===== src/rtl/uio_port_ctrl.sv =====
// Bidirectional IO port controller: register-driven uio_out/uio_oe with static, counter,
// walking-one and synchronised loopback pattern modes, paced by a programmable prescaler.
module uio_port_ctrl #(
    parameter int unsigned WIDTH = 8,
    parameter int unsigned DIV_W = 16
) (
    input  logic             clk,
    input  logic             rst,
    input  logic             wr_en,
    input  logic [2:0]       wr_addr,
    input  logic [WIDTH-1:0] wr_data,
    input  logic             rd_en,
    input  logic [2:0]       rd_addr,
    output logic [WIDTH-1:0] rd_data,
    output logic             rd_valid,
    input  logic [WIDTH-1:0] uio_in,
    output logic [WIDTH-1:0] uio_out,
    output logic [WIDTH-1:0] uio_oe,
    output logic             tick
);
    localparam int unsigned HiW = DIV_W - WIDTH;

    typedef enum logic [1:0] {ModeStatic, ModeCount, ModeWalk, ModeLoop} mode_e;

    logic [WIDTH-1:0] out_q;
    logic [WIDTH-1:0] oe_q;
    logic [WIDTH-1:0] pattern_q;
    logic [WIDTH-1:0] sync1_q;
    logic [WIDTH-1:0] sync2_q;
    mode_e            mode_q;
    logic [DIV_W-1:0] div_q;
    logic [DIV_W-1:0] cnt_q;

    logic             wr_out;
    logic             wr_oe;
    logic             wr_mode;
    logic             wr_div_lo;
    logic             wr_div_hi;
    logic             expiry;
    logic [DIV_W-1:0] div_d;
    logic [WIDTH-1:0] div_hi_rd;
    logic [WIDTH-1:0] rd_mux;
    logic [WIDTH-1:0] pattern_adv;
    mode_e            mode_wr;

    always_comb begin
        wr_out    = wr_en && (wr_addr == 3'd0);
        wr_oe     = wr_en && (wr_addr == 3'd1);
        wr_mode   = wr_en && (wr_addr == 3'd2);
        wr_div_lo = wr_en && (wr_addr == 3'd3);
        wr_div_hi = wr_en && (wr_addr == 3'd4);
        mode_wr   = mode_e'(wr_data[1:0]);
        expiry    = (cnt_q == '0);

        // Reload value must reflect a same-edge DIV write.
        div_d = div_q;
        if (wr_div_lo) div_d[WIDTH-1:0] = wr_data;
        if (wr_div_hi) div_d[DIV_W-1:WIDTH] = wr_data[HiW-1:0];

        div_hi_rd = '0;
        div_hi_rd[HiW-1:0] = div_q[DIV_W-1:WIDTH];

        case (rd_addr)
            3'd0:    rd_mux = out_q;
            3'd1:    rd_mux = oe_q;
            3'd2:    rd_mux = {{(WIDTH-2){1'b0}}, mode_q};
            3'd3:    rd_mux = div_q[WIDTH-1:0];
            3'd4:    rd_mux = div_hi_rd;
            3'd5:    rd_mux = pattern_q;
            3'd6:    rd_mux = sync2_q;
            default: rd_mux = '0;
        endcase

        unique case (mode_q)
            ModeCount: pattern_adv = pattern_q + WIDTH'(1);
            ModeWalk:  pattern_adv = {pattern_q[WIDTH-2:0], pattern_q[WIDTH-1]};
            default:   pattern_adv = pattern_q;
        endcase
    end

    always_ff @(posedge clk) begin
        if (rst) begin
            out_q     <= '0;
            oe_q      <= '0;
            pattern_q <= '0;
            sync1_q   <= '0;
            sync2_q   <= '0;
            mode_q    <= ModeStatic;
            div_q     <= '0;
            cnt_q     <= '0;
            rd_data   <= '0;
            rd_valid  <= 1'b0;
            uio_out   <= '0;
            uio_oe    <= '0;
            tick      <= 1'b0;
        end else begin
            tick     <= expiry;
            uio_oe   <= oe_q;
            rd_valid <= rd_en;
            if (rd_en) rd_data <= rd_mux;

            unique case (mode_q)
                ModeStatic: uio_out <= out_q;
                ModeLoop:   uio_out <= sync2_q;
                default:    uio_out <= pattern_q;
            endcase

            sync1_q <= uio_in;
            sync2_q <= sync1_q;

            if (wr_out) out_q <= wr_data;
            if (wr_oe)  oe_q  <= wr_data;
            div_q <= div_d;

            if (expiry || wr_div_lo || wr_div_hi || wr_mode) begin
                cnt_q <= div_d;
            end else begin
                cnt_q <= cnt_q - DIV_W'(1);
            end

            // A mode write reinitialises the pattern and swallows a coincident expiry.
            if (wr_mode) begin
                mode_q <= mode_wr;
                unique case (mode_wr)
                    ModeCount: pattern_q <= '0;
                    ModeWalk:  pattern_q <= WIDTH'(1);
                    default:   pattern_q <= pattern_q;
                endcase
            end else if (expiry) begin
                pattern_q <= pattern_adv;
            end
        end
    end

endmodule


===== config.mk =====
export PLATFORM = sky130hd
export DESIGN_NAME = uio_port_ctrl
export DESIGN_NICKNAME = d
export VERILOG_FILES = /design/src/rtl/uio_port_ctrl.sv
export SDC_FILE = /design/constraint.sdc
export NUM_CORES = 1
export LEC_CHECK = 0
export BUFFER_PORTS_ARGS = -buffer_cell sky130_fd_sc_hd__buf_4
export CORE_UTILIZATION = 35
export DETAILED_ROUTE_END_ITERATION = 8
export PLACE_DENSITY_LB_ADDON = 0.12
export SLEW_MARGIN = 5
export SYNTH_ARGS = -nofsm -noshare
export SYNTH_HDL_FRONTEND = slang
export SYNTH_SLANG_ARGS = --single-unit

===== constraint.sdc =====
create_clock -name clk -period 3 [get_ports clk]
set_clock_uncertainty 0.2 [all_clocks]
set_input_delay 0.15 -clock clk [delete_from_list [all_inputs] [get_ports clk]]
set_output_delay 0.15 -clock clk [all_outputs]
set_load 0.05 [all_outputs]

# Word level (Yosys, flattened, before mapping)
# Index checks and enable logic that the tools add are counted.
# totals
inputBits	26
word_cells	55
regBits	100
output_inout_bits	26
# op_classes
reduce_logical	15
mux	9
eq_ne	16
addsub	2
# ops
op	n
8-bit one-hot mux with 7 select lines	1
8-bit one-hot mux with 2 select lines	3
8-bit two-way mux	4
16-bit zero test	1
16-bit two-way mux	1
16-bit by 1-bit subtractor with 16-bit output (second input constant)	1
3-bit by 2-bit equality test with 1-bit output (second input constant)	4
3-bit equality test (second input constant)	4
8-bit by 1-bit adder with 8-bit output (second input constant)	1
2-bit equality test (second input constant)	3
3-bit by 1-bit equality test with 1-bit output (second input constant)	2
3-bit zero test	2
1-bit logical AND	5
2-bit by 1-bit equality test with 1-bit output (second input constant)	2
1-bit logical OR	3
3-bit by 1-bit != test with 1-bit output (second input constant)	1
3-bit AND reduction	1
3-bit nonzero test	1
2-bit zero test	1
2-bit nonzero test	1

# Depth between registers and ports, before layout
# Gate-level depths: netlist of run 1.
# depth
word_depth	6
depth_mapped	8
mapped_depth_nobuf	7

# Worst setup path before layout of run 1
# Ideal clock, no wire load.
# synth_timing
path_kind	flip-flop to flip-flop
start	reg cnt_q[0]
end	reg pattern_q[7]
slack_ps	965
period_less_slack_ps	2035
required_time_ps	2741
t_arrival_ps	1776
setup_ps	59
path_stages_with_launch	9
n_path_buf	1
cell_sequence	dfxtp_1 > inv_1 > ha_1 > nor3b_2 > nand4_1 > o31a_1 > buf_6 > nor4b_2 > a31o_1
# synth_between
elab_chain_len	3
# synth_lines
element	line	source
start, declared	32	logic [DIV_W-1:0] cnt_q;
start signal, assigned	116	cnt_q <= div_d;
start signal, assigned	118	cnt_q <= cnt_q - DIV_W'(1);
16-bit zero test	53	expiry = (cnt_q == '0);
2-bit nonzero test (no line)	--	
3-bit AND reduction (no line)	--	
end signal, assigned	127	default: pattern_q <= pattern_q;
end signal, assigned	130	pattern_q <= pattern_adv;
end, declared	27	logic [WIDTH-1:0] pattern_q;
# No other way between the ends.
# A chain may end at the register's enable or synchronous reset.

# Worst setup path in the final report of run 1
# Ends and elaborated chain as after synthesis.

==> report_table.html, run 1 <==
<table>
<tr><th>Metric</th><th>Value</th></tr>
<tr><th colspan="2">CTS</th></tr>
<tr><td>Clock network latency to the later pin of the worst-skew pair</td><td>between 0.3 and 0.4 ns</td></tr>
<tr><td>Depth of the CTS H-tree</td><td>3</td></tr>
<tr><td>CTS tree</td><td>yes</td></tr>
<tr><td>Clock sink count</td><td>100</td></tr>
<tr><td>CTS clock-pin slew for the worst setup and hold paths</td><td>~0.070 ns</td></tr>
<tr><td>Number of buffers on the longest clock path</td><td>2</td></tr>
<tr><td>Root Buffer Master</td><td>sky130_fd_sc_hd__clkbuf_16</td></tr>
<tr><td>Clock buffer count from CTS</td><td>9</td></tr>
<tr><th colspan="2">Route</th></tr>
<tr><td>Pre-Repair DR Iteration Count</td><td>4</td></tr>
<tr><td>Metal3 WL</td><td>729 um</td></tr>
<tr><td>Mean number of vias per cell</td><td>5.07</td></tr>
<tr><td>DR iter-0 viols</td><td>231</td></tr>
<tr><td>Total wire length after detailed routing</td><td>11.3 mm</td></tr>
<tr><td>Detailed-routing wirelength on met1</td><td>5.44 mm</td></tr>
<tr><td>Total DRC errors in the routed layout</td><td>0</td></tr>
<tr><td>Top layer in use</td><td>met4</td></tr>
<tr><td>Routed length on met2</td><td>roughly 4.9 mm</td></tr>
<tr><td>Vias</td><td>between 3,000 and 4,000</td></tr>
<tr><td>Post-detailed-route wirelength per cell</td><td>about 16 um</td></tr>
<tr><td>Post-DRT Antenna Nets</td><td>0</td></tr>
<tr><th colspan="2">Min path</th></tr>
<tr><td>Beginning of the worst hold path</td><td>wr_addr[0]</td></tr>
<tr><td>Hold worst-path end</td><td>out_q[7]$_SDFFE_PP0P_</td></tr>
<tr><td>Number of stages on the worst hold path</td><td>4</td></tr>
<tr><td>Type of the tightest min-delay check</td><td>input pin to register</td></tr>
<tr><th colspan="2">Yosys</th></tr>
<tr><td>Number of enable-type register cells in the synthesized netlist</td><td>0</td></tr>
<tr><td>Post-synth net total</td><td>508</td></tr>
<tr><td>Share of async-settable or async-resettable flops after synthesis</td><td>0%</td></tr>
<tr><td>Proportion of synthesized chip area in sequential cells</td><td>between 40% and 50%</td></tr>
<tr><td>Top_reg_cell synth</td><td>sky130_fd_sc_hd__dfxtp_1</td></tr>
<tr><td>Flip-flop and latch count after synthesis</td><td>100</td></tr>
<tr><td>Count of synthesis-stage warnings from yosys</td><td>0</td></tr>
<tr><td>Number of library cell types mapped by synthesis</td><td>57</td></tr>
<tr><td>Count of mapped cells out of synthesis</td><td>approximately 480</td></tr>
<tr><td>Synthesized area divided by synthesized cell count</td><td>between 9 and 10 um2</td></tr>
<tr><td>Netlist Area Pre-Place</td><td>about 4400 um2</td></tr>
<tr><th colspan="2">Cells and area</th></tr>
<tr><td>Storage element area</td><td>between 2000 and 2500 um2</td></tr>
<tr><td>Number of filler instances in the final layout</td><td>around 1,200</td></tr>
<tr><td># diodes</td><td>0</td></tr>
<tr><td>Count of nets after finishing</td><td>around 560</td></tr>
<tr><td>Area used by multi-input combinational logic</td><td>~2200 um2</td></tr>
<tr><td>Synthesis-to-finish area growth</td><td>22.5%</td></tr>
<tr><td>Layout cell share with drive strength beyond 1</td><td>approximately 17%</td></tr>
<tr><td>Most common library cell in the layout ignoring fill and taps</td><td>sky130_fd_sc_hd__dfxtp_1</td></tr>
<tr><td>Most used cells in the layout excluding fill and tap cells</td><td>sky130_fd_sc_hd__dfxtp_1, sky130_fd_sc_hd__nor2_1, sky130_fd_sc_hd__buf_4</td></tr>
<tr><th colspan="2">Die</th></tr>
<tr><td>I/O pin total</td><td>52</td></tr>
<tr><td>Height of the die</td><td>114 um</td></tr>
<tr><td>Area of the die</td><td>between 10,000 and 15,000 um2</td></tr>
<tr><td>Initial core utilization</td><td>between 30% and 40%</td></tr>
<tr><td>Rows</td><td>40</td></tr>
<tr><td>Die X</td><td>~110 um</td></tr>
<tr><td>Placeable Area</td><td>roughly 12,000 um2</td></tr>
<tr><th colspan="2">Critical path</th></tr>
<tr><td>WP data required</td><td>3.09 ns</td></tr>
<tr><td>Crit-path slowest cell</td><td>sky130_fd_sc_hd__o31a_1</td></tr>
<tr><td>Crit path capture type</td><td>register</td></tr>
<tr><td>Register-to-register setup slack</td><td>roughly 0.53 ns</td></tr>
<tr><td>Startpoint-to-endpoint class of the critical path</td><td>register to register</td></tr>
<tr><td>Max Fanout on Critical Path</td><td>10</td></tr>
<tr><td>Type of origin of the critical path</td><td>register</td></tr>
<tr><td>Worst path max stage delay</td><td>0.52 ns</td></tr>
<tr><td>Top cell family by delay on the critical path</td><td>simple AND/OR/NAND/NOR gates</td></tr>
<tr><td>Cell-by-cell listing of the critical path</td><td>inv_1, ha_1, nor3b_2, nand4_1, o31a_1, nor4b_2, a31o_1</td></tr>
<tr><td>Reg2reg start</td><td>cnt_q[0]$_SDFF_PP0_</td></tr>
<tr><td>Worst reg2reg endpoint</td><td>pattern_q[7]$_SDFFE_PP0P_</td></tr>
<tr><td>Worst-case reg-to-reg path depth</td><td>7</td></tr>
<tr><td>Crit path arrival time</td><td>between 2 and 3 ns</td></tr>
<tr><td>WP buf/inv</td><td>1</td></tr>
<tr><th colspan="2">STA</th></tr>
<tr><td>Setup TNS</td><td>0 ns</td></tr>
<tr><td>Number of pins exceeding their max-slew limit in the final report</td><td>0</td></tr>
<tr><td>Min cycle time layout</td><td>around 2.5 ns</td></tr>
<tr><td>Max-slew headroom at the worst pin</td><td>between 30% and 40%</td></tr>
<tr><td>Hold Violations, Final</td><td>0</td></tr>
<tr><td>Achievable clock frequency</td><td>approximately 0.4 GHz</td></tr>
<tr><td>Transition at the pin with the smallest max-transition slack</td><td>0.964 ns</td></tr>
<tr><td>Setup-violating endpoint count in the final report</td><td>0</td></tr>
<tr><td>Worst-case setup margin in the final layout</td><td>0.533 ns</td></tr>
<tr><td>Period Utilization, post-route</td><td>~80%</td></tr>
<tr><td>RSZ-0062 raised after global routing</td><td>no</td></tr>
<tr><th colspan="2">GRT</th></tr>
<tr><td>Sum of overflow across all layers after global routing</td><td>0</td></tr>
<tr><td>Maximum number of pins on one net before global-route repair</td><td>63</td></tr>
<tr><td>Total global-route track usage</td><td>between 10% and 20%</td></tr>
<tr><td>Antenna violations before repair</td><td>0</td></tr>
<tr><td>Global-route wire length before repair</td><td>approximately 18 mm</td></tr>
<tr><td>Number of global-route vias before repair</td><td>3,335</td></tr>
<tr><th colspan="2">Placed design</th></tr>
<tr><td>HPWL after detailed placement</td><td>between 8 and 9 mm</td></tr>
<tr><td>Count of buffers from port buffering</td><td>51</td></tr>
<tr><td>Final estimated routing congestion in global placement</td><td>between 0.8 and 0.9</td></tr>
<tr><td>Post-Place Worst Slack</td><td>around 0.53 ns</td></tr>
<tr><th colspan="2">Power and ir drop</th></tr>
<tr><td>Static leakage power</td><td>around 2.1 nW</td></tr>
<tr><td>Pwr dens</td><td>a little under 700 nW/um2</td></tr>
<tr><td>Total design power</td><td>~0.0036 W</td></tr>
<tr><td>Worst supply voltage drop on vdd</td><td>around 0.00038 V</td></tr>
<tr><th colspan="2">Run</th></tr>
<tr><td>Max Cap Violations</td><td>0</td></tr>
<tr><th colspan="2">Status</th></tr>
<tr><td>Outcome</td><td>finished, final reports clean</td></tr>
</table>
[routing by layer]
layer / GRT usage, % / up-vias
met4: 5.89 / 0
met3: 5.69 / 12
met1: 25.9 / 1673
met2: 27.0 / 88
met5: 0 / -
li1: - / 1767
[kinds of logic (layout without fill, tap and decap cells)]
kind of cell / count (synthesis) / count (layout) / synth area share (%)
adders and majority gates: 6 / 6 / 1.71
xor gates and xnor gates: 13 / 13 / 2.59
AOI/OAI and AO/OA: 100 / 100 / 15.0
buffers and inverters: 43 / 97 / 4.53
and+or+nand+nor: 180 / 180 / 21.3
DFF: 100 / 100 / 45.6
muxes: 34 / 34 / 9.26
[synthesized netlist by cell type (all sizes together), types with 2 or more instances]
cell | n | share of area, %
dfxtp | 100 | 46
nor2 | 57 | 4.9
nand2 | 49 | 4.2
a21oi | 36 | 4.1
nor2b | 28 | 4.0
clkbuf | 26 | 2.2
mux2i | 26 | 5.9
a22oi | 14 | 2.4
o21ai | 13 | 1.5
a22o | 9 | 1.8
inv | 9 | 0.77
buf | 8 | 1.5
nand3 | 8 | 0.91
xor2 | 7 | 1.4
a2bb2oi | 6 | 1.2
ha | 6 | 1.7
o31ai | 6 | 1.1
xnor2 | 6 | 1.2
mux4 | 5 | 2.6
nand3b | 5 | 0.86
nor4 | 5 | 1.2
nor3b | 4 | 0.80
and3 | 3 | 0.43
mux2 | 3 | 0.77
nor3 | 3 | 0.34
a211oi | 2 | 0.34
a31oi | 2 | 0.28
and2 | 2 | 0.28
nand4 | 2 | 0.28
nand4b | 2 | 0.40
nor4b | 2 | 0.68
nor4bb | 2 | 0.46
o31a | 2 | 0.40
or4 | 2 | 0.34
[worst max-delay path by stage]
stage                        start                   endpoint  slack (ns)  cells after the start
3_5_place_dp   cnt_q[0]$_SDFF_PP0_  pattern_q[7]$_SDFFE_PP0P_        0.53                      7
2_1_floorplan  cnt_q[0]$_SDFF_PP0_  pattern_q[7]$_SDFFE_PP0P_        0.96                      8
6_report       cnt_q[0]$_SDFF_PP0_  pattern_q[7]$_SDFFE_PP0P_        0.53                      7
5_1_grt        cnt_q[0]$_SDFF_PP0_  pattern_q[7]$_SDFFE_PP0P_        0.34                      7
3_3_place_gp   cnt_q[0]$_SDFF_PP0_  pattern_q[7]$_SDFFE_PP0P_        0.66                      7
4_1_cts        cnt_q[0]$_SDFF_PP0_  pattern_q[7]$_SDFFE_PP0P_        0.51                      7
[stage by stage]
step           cell area [um2]  hold WS, ns  util, %  std cells
2_1_floorplan             4390       0.0782        -        476
3_3_place_gp              4870        0.161     40.2        666
3_5_place_dp              4870        0.166     40.2        666
4_1_cts                   5380       0.0108     44.4        698
5_1_grt                   5380       0.0288     44.4        698
6_report                  5380       0.0306     44.4        698
[registers in the layout, indices dropped and copies added, names as in the netlist]
name       flops
cnt_q         16
div_q         16
oe_q           8
out_q          8
pattern_q      8
rd_data        8
sync1_q        8
sync2_q        8
uio_oe         8
uio_out        8
mode_q         2
rd_valid       1
tick           1
[cell type report]
cell class              instances  share of cell area (%)
multi-input cells             333                    40.9
inverters                       9                   0.628
repair buffers                 73                    11.0
well taps                     168                    3.91
flip-flops and latches        100                    37.2
clock inverters                 5                    1.86
clock buffers                  10                    4.44
[power by group]
part / internal [W] / switching, W / total [W]
logic: 0.000333 / 0.000416 / 0.000749
registers: 0.00145 / 0.000115 / 0.00156
clock network: 0.000830 / 0.000491 / 0.00132
[worst min-delay path, cell delays in order]
cell                      delay [ns]
sky130_fd_sc_hd__buf_4          0.13
sky130_fd_sc_hd__nor4b_2        0.12
sky130_fd_sc_hd__nand2_1        0.09
sky130_fd_sc_hd__a21oi_1        0.05
[timing repair]
action / 4_1_cts / 5_1_grt
hold buffers: 17 / 0
setup buffers: 0 / 0
gates resized for setup: 0 / 0
endpoints found under the hold margin: 43 / 0
Power figures use the tool's default switching activity.
==> inputs of run 2 (changes only) <==
--- a/config.mk
+++ b/config.mk
@@ -5,6 +5,7 @@
 export SDC_FILE = /design/constraint.sdc
 export NUM_CORES = 1
 export LEC_CHECK = 0
+export ABC_AREA = 1
 export BUFFER_PORTS_ARGS = -buffer_cell sky130_fd_sc_hd__buf_4
 export CORE_UTILIZATION = 35
 export DETAILED_ROUTE_END_ITERATION = 8
==> constraint.sdc (replaced) <==
create_clock -name clk -period 2.4 [get_ports clk]
set_clock_uncertainty 0.2 [all_clocks]
set_input_delay 0.12 -clock clk [delete_from_list [all_inputs] [get_ports clk]]
set_output_delay 0.12 -clock clk [all_outputs]
set_load 0.05 [all_outputs]
==> report_table.html, run 2 <==
<table>
<tr><th>Metric</th><th>Value</th></tr>
<tr><th colspan="2">Status</th></tr>
<tr><td>Outcome</td><td>finished, final reports clean</td></tr>
<tr><th colspan="2">Yosys</th></tr>
<tr><td>Largest cells by area after synthesis</td><td>sky130_fd_sc_hd__dfxtp_1, sky130_fd_sc_hd__nand2_1, sky130_fd_sc_hd__inv_1</td></tr>
<tr><td>Most used standard cells in the synthesized netlist</td><td>sky130_fd_sc_hd__nand2_1, sky130_fd_sc_hd__dfxtp_1, sky130_fd_sc_hd__inv_1, sky130_fd_sc_hd__nor2_1, sky130_fd_sc_hd__a21oi_1</td></tr>
<tr><td>Number of library cell types mapped by synthesis</td><td>36</td></tr>
<tr><td>Share of async-settable or async-resettable flops after synthesis</td><td>0%</td></tr>
<tr><td>Synth top area share</td><td>44.0%</td></tr>
<tr><td>Top_reg_cell synth</td><td>sky130_fd_sc_hd__dfxtp_1</td></tr>
<tr><td>Netlist Area Pre-Place</td><td>between 4000 and 5000 um2</td></tr>
<tr><td>Cell with the most instances after synthesis</td><td>sky130_fd_sc_hd__nand2_1</td></tr>
<tr><td>Count of mapped cells out of synthesis</td><td>around 620</td></tr>
<tr><td>Synthesized area divided by synthesized cell count</td><td>~7.3 um2</td></tr>
<tr><td>Flip-flop and latch count after synthesis</td><td>100</td></tr>
<tr><td>Library cell with the largest summed area after synthesis</td><td>sky130_fd_sc_hd__dfxtp_1</td></tr>
<tr><td>Post-synth net total</td><td>between 600 and 700</td></tr>
<tr><td>Count of synthesis-stage warnings from yosys</td><td>0</td></tr>
<tr><td>Number of enable-type register cells in the synthesized netlist</td><td>0</td></tr>
<tr><td>Proportion of synthesized chip area in sequential cells</td><td>around 44%</td></tr>
<tr><th colspan="2">Route</th></tr>
<tr><td>Total DRC errors in the routed layout</td><td>0</td></tr>
<tr><td>Mean number of vias per cell</td><td>~4.7</td></tr>
<tr><td>Post-detailed-route wirelength per cell</td><td>roughly 14 um</td></tr>
<tr><td>Post-DRT Antenna Nets</td><td>0</td></tr>
<tr><td>Metal3 WL</td><td>about 430 um</td></tr>
<tr><td>Routed length on met2</td><td>between 5 and 6 mm</td></tr>
<tr><td>Pre-Repair DR Iteration Count</td><td>4</td></tr>
<tr><td>DR iter-0 viols</td><td>188</td></tr>
<tr><td>Total wire length after detailed routing</td><td>12.0 mm</td></tr>
<tr><td>Top layer in use</td><td>met4</td></tr>
<tr><td>Vias</td><td>around 4,000</td></tr>
<tr><td>Detailed-routing wirelength on met1</td><td>5.57 mm</td></tr>
<tr><th colspan="2">Cells and area</th></tr>
<tr><td>Synthesis-to-finish area growth</td><td>22.6%</td></tr>
<tr><td>Layout cell share with drive strength beyond 1</td><td>approximately 16%</td></tr>
<tr><td>Final std cells w/o fill</td><td>863</td></tr>
<tr><td>Most used cells in the layout excluding fill and tap cells</td><td>sky130_fd_sc_hd__nand2_1, sky130_fd_sc_hd__dfxtp_1, sky130_fd_sc_hd__inv_1</td></tr>
<tr><td>Count of nets after finishing</td><td>718</td></tr>
<tr><td>Largest registers in the final layout</td><td>cnt_q: 16 flops, div_q: 16 flops</td></tr>
<tr><td>Area used by multi-input combinational logic</td><td>between 2000 and 2500 um2</td></tr>
<tr><td>Most common library cell in the layout ignoring fill and taps</td><td>sky130_fd_sc_hd__nand2_1</td></tr>
<tr><td># diodes</td><td>0</td></tr>
<tr><td>Number of filler instances in the final layout</td><td>between 1,000 and 1,500</td></tr>
<tr><td>Storage element area</td><td>between 2000 and 2500 um2</td></tr>
<tr><th colspan="2">STA</th></tr>
<tr><td>Max-slew headroom at the worst pin</td><td>~54%</td></tr>
<tr><td>Achievable clock frequency</td><td>between 0.5 and 0.6 GHz</td></tr>
<tr><td>Min cycle time layout</td><td>~1.9 ns</td></tr>
<tr><td>RSZ-0062 raised after global routing</td><td>no</td></tr>
<tr><td>Setup TNS</td><td>0 ns</td></tr>
<tr><td>Period Utilization, post-route</td><td>between 70% and 80%</td></tr>
<tr><td>Setup-violating endpoint count in the final report</td><td>0</td></tr>
<tr><td>Hold Violations, Final</td><td>0</td></tr>
<tr><td>Transition at the pin with the smallest max-transition slack</td><td>between 0.6 and 0.7 ns</td></tr>
<tr><td>Number of pins exceeding their max-slew limit in the final report</td><td>0</td></tr>
<tr><th colspan="2">Die</th></tr>
<tr><td>Die X</td><td>~120 um</td></tr>
<tr><td>Height of the die</td><td>116 um</td></tr>
<tr><td>Initial core utilization</td><td>a little over a third</td></tr>
<tr><td>I/O pin total</td><td>between 50 and 60</td></tr>
<tr><td>Area of the die</td><td>approximately 13,000 um2</td></tr>
<tr><td>Rows</td><td>approximately 40</td></tr>
<tr><td>Placeable Area</td><td>around 13,000 um2</td></tr>
<tr><th colspan="2">CTS</th></tr>
<tr><td>CTS tree</td><td>yes</td></tr>
<tr><td>Clock sink count</td><td>100</td></tr>
<tr><td>Clock network latency to the later pin of the worst-skew pair</td><td>between 0.3 and 0.4 ns</td></tr>
<tr><td>Clock buffer count from CTS</td><td>9</td></tr>
<tr><td>Root Buffer Master</td><td>sky130_fd_sc_hd__clkbuf_16</td></tr>
<tr><td>Quantity of gates resized following cts</td><td>0</td></tr>
<tr><td>Cts hold-fix bufs</td><td>18</td></tr>
<tr><td>Post-CTS setup buffer count</td><td>0</td></tr>
<tr><td>Number of buffers on the longest clock path</td><td>2</td></tr>
<tr><td>CTS clock-pin slew for the worst setup and hold paths</td><td>approximately 0.070 ns</td></tr>
<tr><td>Depth of the CTS H-tree</td><td>3</td></tr>
<tr><th colspan="2">GRT</th></tr>
<tr><td>Sum of overflow across all layers after global routing</td><td>0</td></tr>
<tr><td>Number of global-route vias before repair</td><td>3,729</td></tr>
<tr><td>Antenna violations before repair</td><td>0</td></tr>
<tr><td>Total global-route track usage</td><td>a little under a fifth</td></tr>
<tr><td>Maximum number of pins on one net before global-route repair</td><td>between 50 and 60</td></tr>
<tr><td>Global-route wire length before repair</td><td>around 19 mm</td></tr>
<tr><th colspan="2">Power and ir drop</th></tr>
<tr><td>Worst supply voltage drop on vdd</td><td>0.000569 V</td></tr>
<tr><td>Static leakage power</td><td>~2.4 nW</td></tr>
<tr><td>Pwr dens</td><td>between 800 and 900 nW/um2</td></tr>
<tr><th colspan="2">Placed design</th></tr>
<tr><td>Count of placed standard cells including taps</td><td>a little over 800</td></tr>
<tr><td>Final estimated routing congestion in global placement</td><td>roughly 0.89</td></tr>
<tr><td>Count of buffers from port buffering</td><td>between 50 and 60</td></tr>
<tr><td>HPWL after detailed placement</td><td>8.98 mm</td></tr>
<tr><th colspan="2">Critical path</th></tr>
<tr><td>Worst path max stage delay</td><td>about 0.40 ns</td></tr>
<tr><td>Reg2reg start</td><td>mode_q[0]$_SDFFE_PP0N_</td></tr>
<tr><td>Crit path capture type</td><td>register</td></tr>
<tr><td>Cell-by-cell listing of the critical path</td><td>inv_1, ha_1, inv_1, o21ai_0, nor2_1, o21ai_0, nand2_1, nand2_1, nor2_1</td></tr>
<tr><td>WP data required</td><td>around 2.5 ns</td></tr>
<tr><td>Worst setup path start</td><td>mode_q[0]$_SDFFE_PP0N_</td></tr>
<tr><td>Crit-path slowest cell</td><td>sky130_fd_sc_hd__ha_1</td></tr>
<tr><td>Crit path arrival time</td><td>between 1.5 and 2 ns</td></tr>
<tr><td>Max Fanout on Critical Path</td><td>12</td></tr>
<tr><td>Worst-case reg-to-reg path depth</td><td>9</td></tr>
<tr><td>Register-to-register setup slack</td><td>0.50 ns</td></tr>
<tr><td>Type of origin of the critical path</td><td>register</td></tr>
<tr><td>Endpoint of the worst setup timing path</td><td>pattern_q[4]$_SDFFE_PP0P_</td></tr>
<tr><td>Worst reg2reg endpoint</td><td>pattern_q[4]$_SDFFE_PP0P_</td></tr>
<tr><td>Startpoint-to-endpoint class of the critical path</td><td>register to register</td></tr>
<tr><th colspan="2">Run</th></tr>
<tr><td>Max Cap Violations</td><td>0</td></tr>
<tr><th colspan="2">Min path</th></tr>
<tr><td>Type of the tightest min-delay check</td><td>input pin to register</td></tr>
</table>
-- run 2: routing by layer --
metal	vias to the layer above	global-route usage, %
li1	2096	-
met1	1877	24.5
met2	63	31.7
met3	6	4.18
met4	0	7.09
met5	-	0
-- run 2: worst max-delay path, delay by kind of cell (launching register included) --
family                   cells  cell delay (ns)
adder cells (fa/ha/maj)      1             0.40
AO/OA/AOI/OAI                2             0.32
flip-flops                   1             0.34
AND/OR/NAND/NOR              4             0.22
buffers and inverters        2             0.31
-- run 2: kinds of logic after synthesis --
family	Yosys count	synth area share (%)
AOI/OAI and AO/OA	124	16.4
and+or+nand+nor	265	25.7
xor gates and xnor gates	12	2.31
adders and majority gates	6	1.65
DFF	100	44.0
buffers and inverters	114	9.99
-- run 2: stage by stage --
stage               utilization [%]  power [W]  cell area [um2]  setup slack, ns  hold slack (ns)
floorplan                         -    0.00290             4550            0.668           0.0270
global placement               40.3    0.00316             5090            0.553            0.123
detailed placement             40.3    0.00316             5090            0.511            0.126
CTS                            44.2    0.00472             5580            0.484          0.00168
global route                   44.2    0.00494             5580            0.269           0.0485
finish                         44.2    0.00467             5580            0.504          0.00431
-- run 2: report_power, final --
group | internal (W) | switching (W) | leakage (nW)
Clock | 0.000844 | 0.000667 | 0.142
Sequential | 0.00183 | 0.000128 | 0.816
Combinational | 0.000444 | 0.000764 | 1.41
-- run 2: worst min-delay path by stage --
stage                          from                    end  slack (ns)  cells past startpoint
after floorplan           uio_in[0]  sync1_q[0]$_SDFF_PP0_        0.03                      2
final                           rst   div_q[11]$_SDFF_PP0_       0.004                      4
after CTS                       rst   div_q[11]$_SDFF_PP0_       0.002                      4
after global routing            rst  out_q[6]$_SDFFE_PP0P_        0.05                      4
after detailed placement  uio_in[3]  sync1_q[3]$_SDFF_PP0_        0.13                      3
after global placement    uio_in[3]  sync1_q[3]$_SDFF_PP0_        0.12                      3
-- run 2: final cells by class --
cell class | count | share of cell area [%]
Tap cell | 172 | 3.86
Sequential cell | 100 | 35.9
Clock buffer | 10 | 4.29
Multi-Input combinational cell | 407 | 37.5
Clock inverter | 6 | 1.26
Inverter | 93 | 6.26
Timing Repair Buffer | 75 | 10.9
==> inputs of run 3 (changes only) <==
--- a/config.mk
+++ b/config.mk
@@ -5,7 +5,7 @@
 export SDC_FILE = /design/constraint.sdc
 export NUM_CORES = 1
 export LEC_CHECK = 0
-export ABC_AREA = 1
+export ABC_AREA = 0
 export BUFFER_PORTS_ARGS = -buffer_cell sky130_fd_sc_hd__buf_4
 export CORE_UTILIZATION = 35
 export DETAILED_ROUTE_END_ITERATION = 8
==> constraint.sdc (replaced) <==
create_clock -name clk -period 1.71 [get_ports clk]
set_clock_uncertainty 0.2 [all_clocks]
set_input_delay 0.0855 -clock clk [delete_from_list [all_inputs] [get_ports clk]]
set_output_delay 0.0855 -clock clk [all_outputs]
set_load 0.05 [all_outputs]
==> report_table.html, run 3 (same netlist as run 1, synthesis figures left out) <==
<table>
<tr><th>Metric</th><th>Value</th></tr>
<tr><th colspan="2">Cells and area</th></tr>
<tr><td>Largest registers in the final layout</td><td>cnt_q: 16 flops, div_q: 16 flops</td></tr>
<tr><td>Layout cell share with drive strength beyond 1</td><td>a little under a third</td></tr>
<tr><td>Synthesis-to-finish area growth</td><td>38.4%</td></tr>
<tr><td>Most used cells in the layout excluding fill and tap cells</td><td>sky130_fd_sc_hd__buf_4, sky130_fd_sc_hd__dfxtp_1, sky130_fd_sc_hd__nor2_1</td></tr>
<tr><td>Most common library cell in the layout ignoring fill and taps</td><td>sky130_fd_sc_hd__buf_4</td></tr>
<tr><td>Count of nets after finishing</td><td>a little over 600</td></tr>
<tr><td>Area of all placed cells without fillers</td><td>6080 um2</td></tr>
<tr><td># diodes</td><td>0</td></tr>
<tr><td>Final std cells w/o fill</td><td>about 760</td></tr>
<tr><th colspan="2">Power and ir drop</th></tr>
<tr><td>Pwr dens</td><td>1160 nW/um2</td></tr>
<tr><td>Static leakage power</td><td>about 2.4 nW</td></tr>
<tr><td>Sequential power share</td><td>38.5%</td></tr>
<tr><td>Net switching fraction of the power</td><td>between 30% and 40%</td></tr>
<tr><td>Share of total power in the clock network</td><td>approximately 29%</td></tr>
<tr><td>Relative contribution of combinational cells to total power</td><td>32.2%</td></tr>
<tr><td>Internal power consumption</td><td>~0.0048 W</td></tr>
<tr><td>Worst supply voltage drop on vdd</td><td>roughly 0.00064 V</td></tr>
<tr><td>Total design power</td><td>0.00702 W</td></tr>
<tr><td>Total net switching power</td><td>~0.0023 W</td></tr>
<tr><th colspan="2">STA</th></tr>
<tr><td>Setup TNS</td><td>-5.07 ns</td></tr>
<tr><td>Number of pins exceeding their max-slew limit in the final report</td><td>0</td></tr>
<tr><td>Period Utilization, post-route</td><td>116%</td></tr>
<tr><td>Achievable clock frequency</td><td>about 0.5 GHz</td></tr>
<tr><td>Transition at the pin with the smallest max-transition slack</td><td>~0.43 ns</td></tr>
<tr><td>Worst-case setup margin in the final layout</td><td>-0.275 ns</td></tr>
<tr><td>Setup-violating endpoint count in the final report</td><td>24</td></tr>
<tr><td>Final Hold Slack</td><td>about 0.0080 ns</td></tr>
<tr><td>RSZ-0062 raised after global routing</td><td>yes</td></tr>
<tr><td>Hold Violations, Final</td><td>0</td></tr>
<tr><td>Min cycle time layout</td><td>~2.0 ns</td></tr>
<tr><td>Max-slew headroom at the worst pin</td><td>a little under three quarters</td></tr>
<tr><th colspan="2">Critical path</th></tr>
<tr><td>Crit path arrival time</td><td>between 2 and 2.5 ns</td></tr>
<tr><td>Type of origin of the critical path</td><td>register</td></tr>
<tr><td>Crit path capture type</td><td>register</td></tr>
<tr><td>Startpoint-to-endpoint class of the critical path</td><td>register to register</td></tr>
<tr><td>Worst-case reg-to-reg path depth</td><td>7</td></tr>
<tr><td>Max Fanout on Critical Path</td><td>8</td></tr>
<tr><td>WP data required</td><td>1.82 ns</td></tr>
<tr><th colspan="2">Die</th></tr>
<tr><td>Area of the die</td><td>13,000 um2</td></tr>
<tr><td>I/O pin total</td><td>52</td></tr>
<tr><td>Height of the die</td><td>114 um</td></tr>
<tr><td>Rows</td><td>40</td></tr>
<tr><td>Die X</td><td>approximately 110 um</td></tr>
<tr><td>Placeable Area</td><td>approximately 12,000 um2</td></tr>
<tr><td>Initial core utilization</td><td>a little over a third</td></tr>
<tr><th colspan="2">Placed design</th></tr>
<tr><td>Post-Place Cell Area</td><td>approximately 5400 um2</td></tr>
<tr><td>Count of placed standard cells including taps</td><td>around 730</td></tr>
<tr><td>Count of buffers from port buffering</td><td>51</td></tr>
<tr><td>Final estimated routing congestion in global placement</td><td>0.851</td></tr>
<tr><td>HPWL after detailed placement</td><td>a little over 9 mm</td></tr>
<tr><th colspan="2">Route</th></tr>
<tr><td>Post-DRT Antenna Nets</td><td>0</td></tr>
<tr><td>Vias</td><td>between 3,000 and 4,000</td></tr>
<tr><td>Total DRC errors in the routed layout</td><td>0</td></tr>
<tr><td>Total wire length after detailed routing</td><td>around 12 mm</td></tr>
<tr><td>Post-detailed-route wirelength per cell</td><td>16.2 um</td></tr>
<tr><td>Pre-Repair DR Iteration Count</td><td>4</td></tr>
<tr><td>DR iter-0 viols</td><td>between 150 and 200</td></tr>
<tr><td>Mean number of vias per cell</td><td>slightly below 5</td></tr>
<tr><th colspan="2">GRT</th></tr>
<tr><td>Total global-route track usage</td><td>between 20% and 30%</td></tr>
<tr><td>Number of global-route vias before repair</td><td>3,660</td></tr>
<tr><td>Antenna violations before repair</td><td>0</td></tr>
<tr><td>Global-route wire length before repair</td><td>~20 mm</td></tr>
<tr><td>Maximum number of pins on one net before global-route repair</td><td>25</td></tr>
<tr><td>Sum of overflow across all layers after global routing</td><td>0</td></tr>
<tr><th colspan="2">Min path</th></tr>
<tr><td>Type of the tightest min-delay check</td><td>input pin to register</td></tr>
<tr><td>Number of stages on the worst hold path</td><td>4</td></tr>
<tr><th colspan="2">Status</th></tr>
<tr><td>Outcome</td><td>finished with violations</td></tr>
<tr><td>Failing checks</td><td>negative setup slack</td></tr>
<tr><th colspan="2">Run</th></tr>
<tr><td>Max Cap Violations</td><td>0</td></tr>
<tr><th colspan="2">CTS</th></tr>
<tr><td>Clock sink count</td><td>100</td></tr>
<tr><td>CTS clock-pin slew for the worst setup and hold paths</td><td>0.08 ns</td></tr>
<tr><td>Clock buffer count from CTS</td><td>9</td></tr>
<tr><td>Root Buffer Master</td><td>sky130_fd_sc_hd__clkbuf_16</td></tr>
<tr><td>CTS tree</td><td>yes</td></tr>
<tr><td>Clock network latency to the later pin of the worst-skew pair</td><td>approximately 0.37 ns</td></tr>
<tr><td>Depth of the CTS H-tree</td><td>3</td></tr>
<tr><td>Number of buffers on the longest clock path</td><td>2</td></tr>
</table>
-- run 3: changes by cell type in the layout (fill, tap and decap cells not counted), sizes merged, moves of 26 or more --
cell and change:
buf +60, inv -79, mux2i +26, nand2 -91, nor2 -33, nor2b +28, o21ai -26
-- run 3: worst max-delay path, cell delays in order (launching register included) --
cell and delay [ns]:
sky130_fd_sc_hd__dfxtp_2 0.32, sky130_fd_sc_hd__inv_2 0.06, sky130_fd_sc_hd__ha_4 0.13, sky130_fd_sc_hd__nor3b_4 0.20
sky130_fd_sc_hd__nand4_1 0.27, sky130_fd_sc_hd__o31a_4 0.42, sky130_fd_sc_hd__nor4b_4 0.21, sky130_fd_sc_hd__a31o_1 0.11
-- run 3: stage by stage --
stage | setup slack [ns] | util [%]
finish | -0.275 | 50.2
floorplan | -0.180 | -
global route | -0.370 | 50.2
detailed placement | -0.451 | 44.2
CTS | -0.327 | 49.3
global placement | -0.361 | 44.2
-- run 3: routing by layer --
layer	routed length, um	up-vias	track usage [%]
met5	0	-	0
met4	230	0	7.01
met3	784	16	7.01
met2	5600	88	31.2
met1	5770	1708	26.7
li1	-	1900	-
-- run 3: timing repair --
| action | in CTS | in global routing |
|---|---|---|
| pin swaps | 5 | 7 |
| hold endpoints to repair | 64 | 0 |
| setup endpoints to repair | 29 | 34 |
| resized for setup | 22 | 22 |
| hold buffers | 20 | 0 |
| setup buffers | 2 | 1 |
-- run 3: layout make-up --
cell class	count	area [um2]
Tap cell	168	210
Sequential cell	100	2000
Multi-Input combinational cell	333	2420
Timing Repair Buffer	137	1110
Inverter	9	33.8
Clock inverter	7	71.3
Clock buffer	9	225
Fill cell	1180	6040
-- run 3: final timing paths --
| path | slack [ns] | startpoint | endpoint |
|---|---|---|---|
| worst max-delay path | -0.28 | cnt_q[1]$_SDFF_PP0_ | pattern_q[7]$_SDFFE_PP0P_ |
| worst min-delay path | 0.008 | rd_addr[1] | rd_data[0]$_SDFFE_PP0P_ |
| worst min register to register | 0.24 | sync1_q[5]$_SDFF_PP0_ | sync2_q[5]$_SDFF_PP0_ |
| worst max register to register | -0.28 | cnt_q[1]$_SDFF_PP0_ | pattern_q[7]$_SDFFE_PP0P_ |
-- run 3: power by group through the flow --
| stage | Combinational (W) | Sequential, W | Clock, W |
|---|---|---|---|
| after floorplan | 0.000967 | 0.00283 | 0 |
| after global placement | 0.00188 | 0.00273 | 0 |
| after detailed placement | 0.00191 | 0.00274 | 0 |
| after CTS | 0.00218 | 0.00270 | 0.00210 |
| after global routing | 0.00246 | 0.00273 | 0.00223 |
| final | 0.00226 | 0.00270 | 0.00205 |
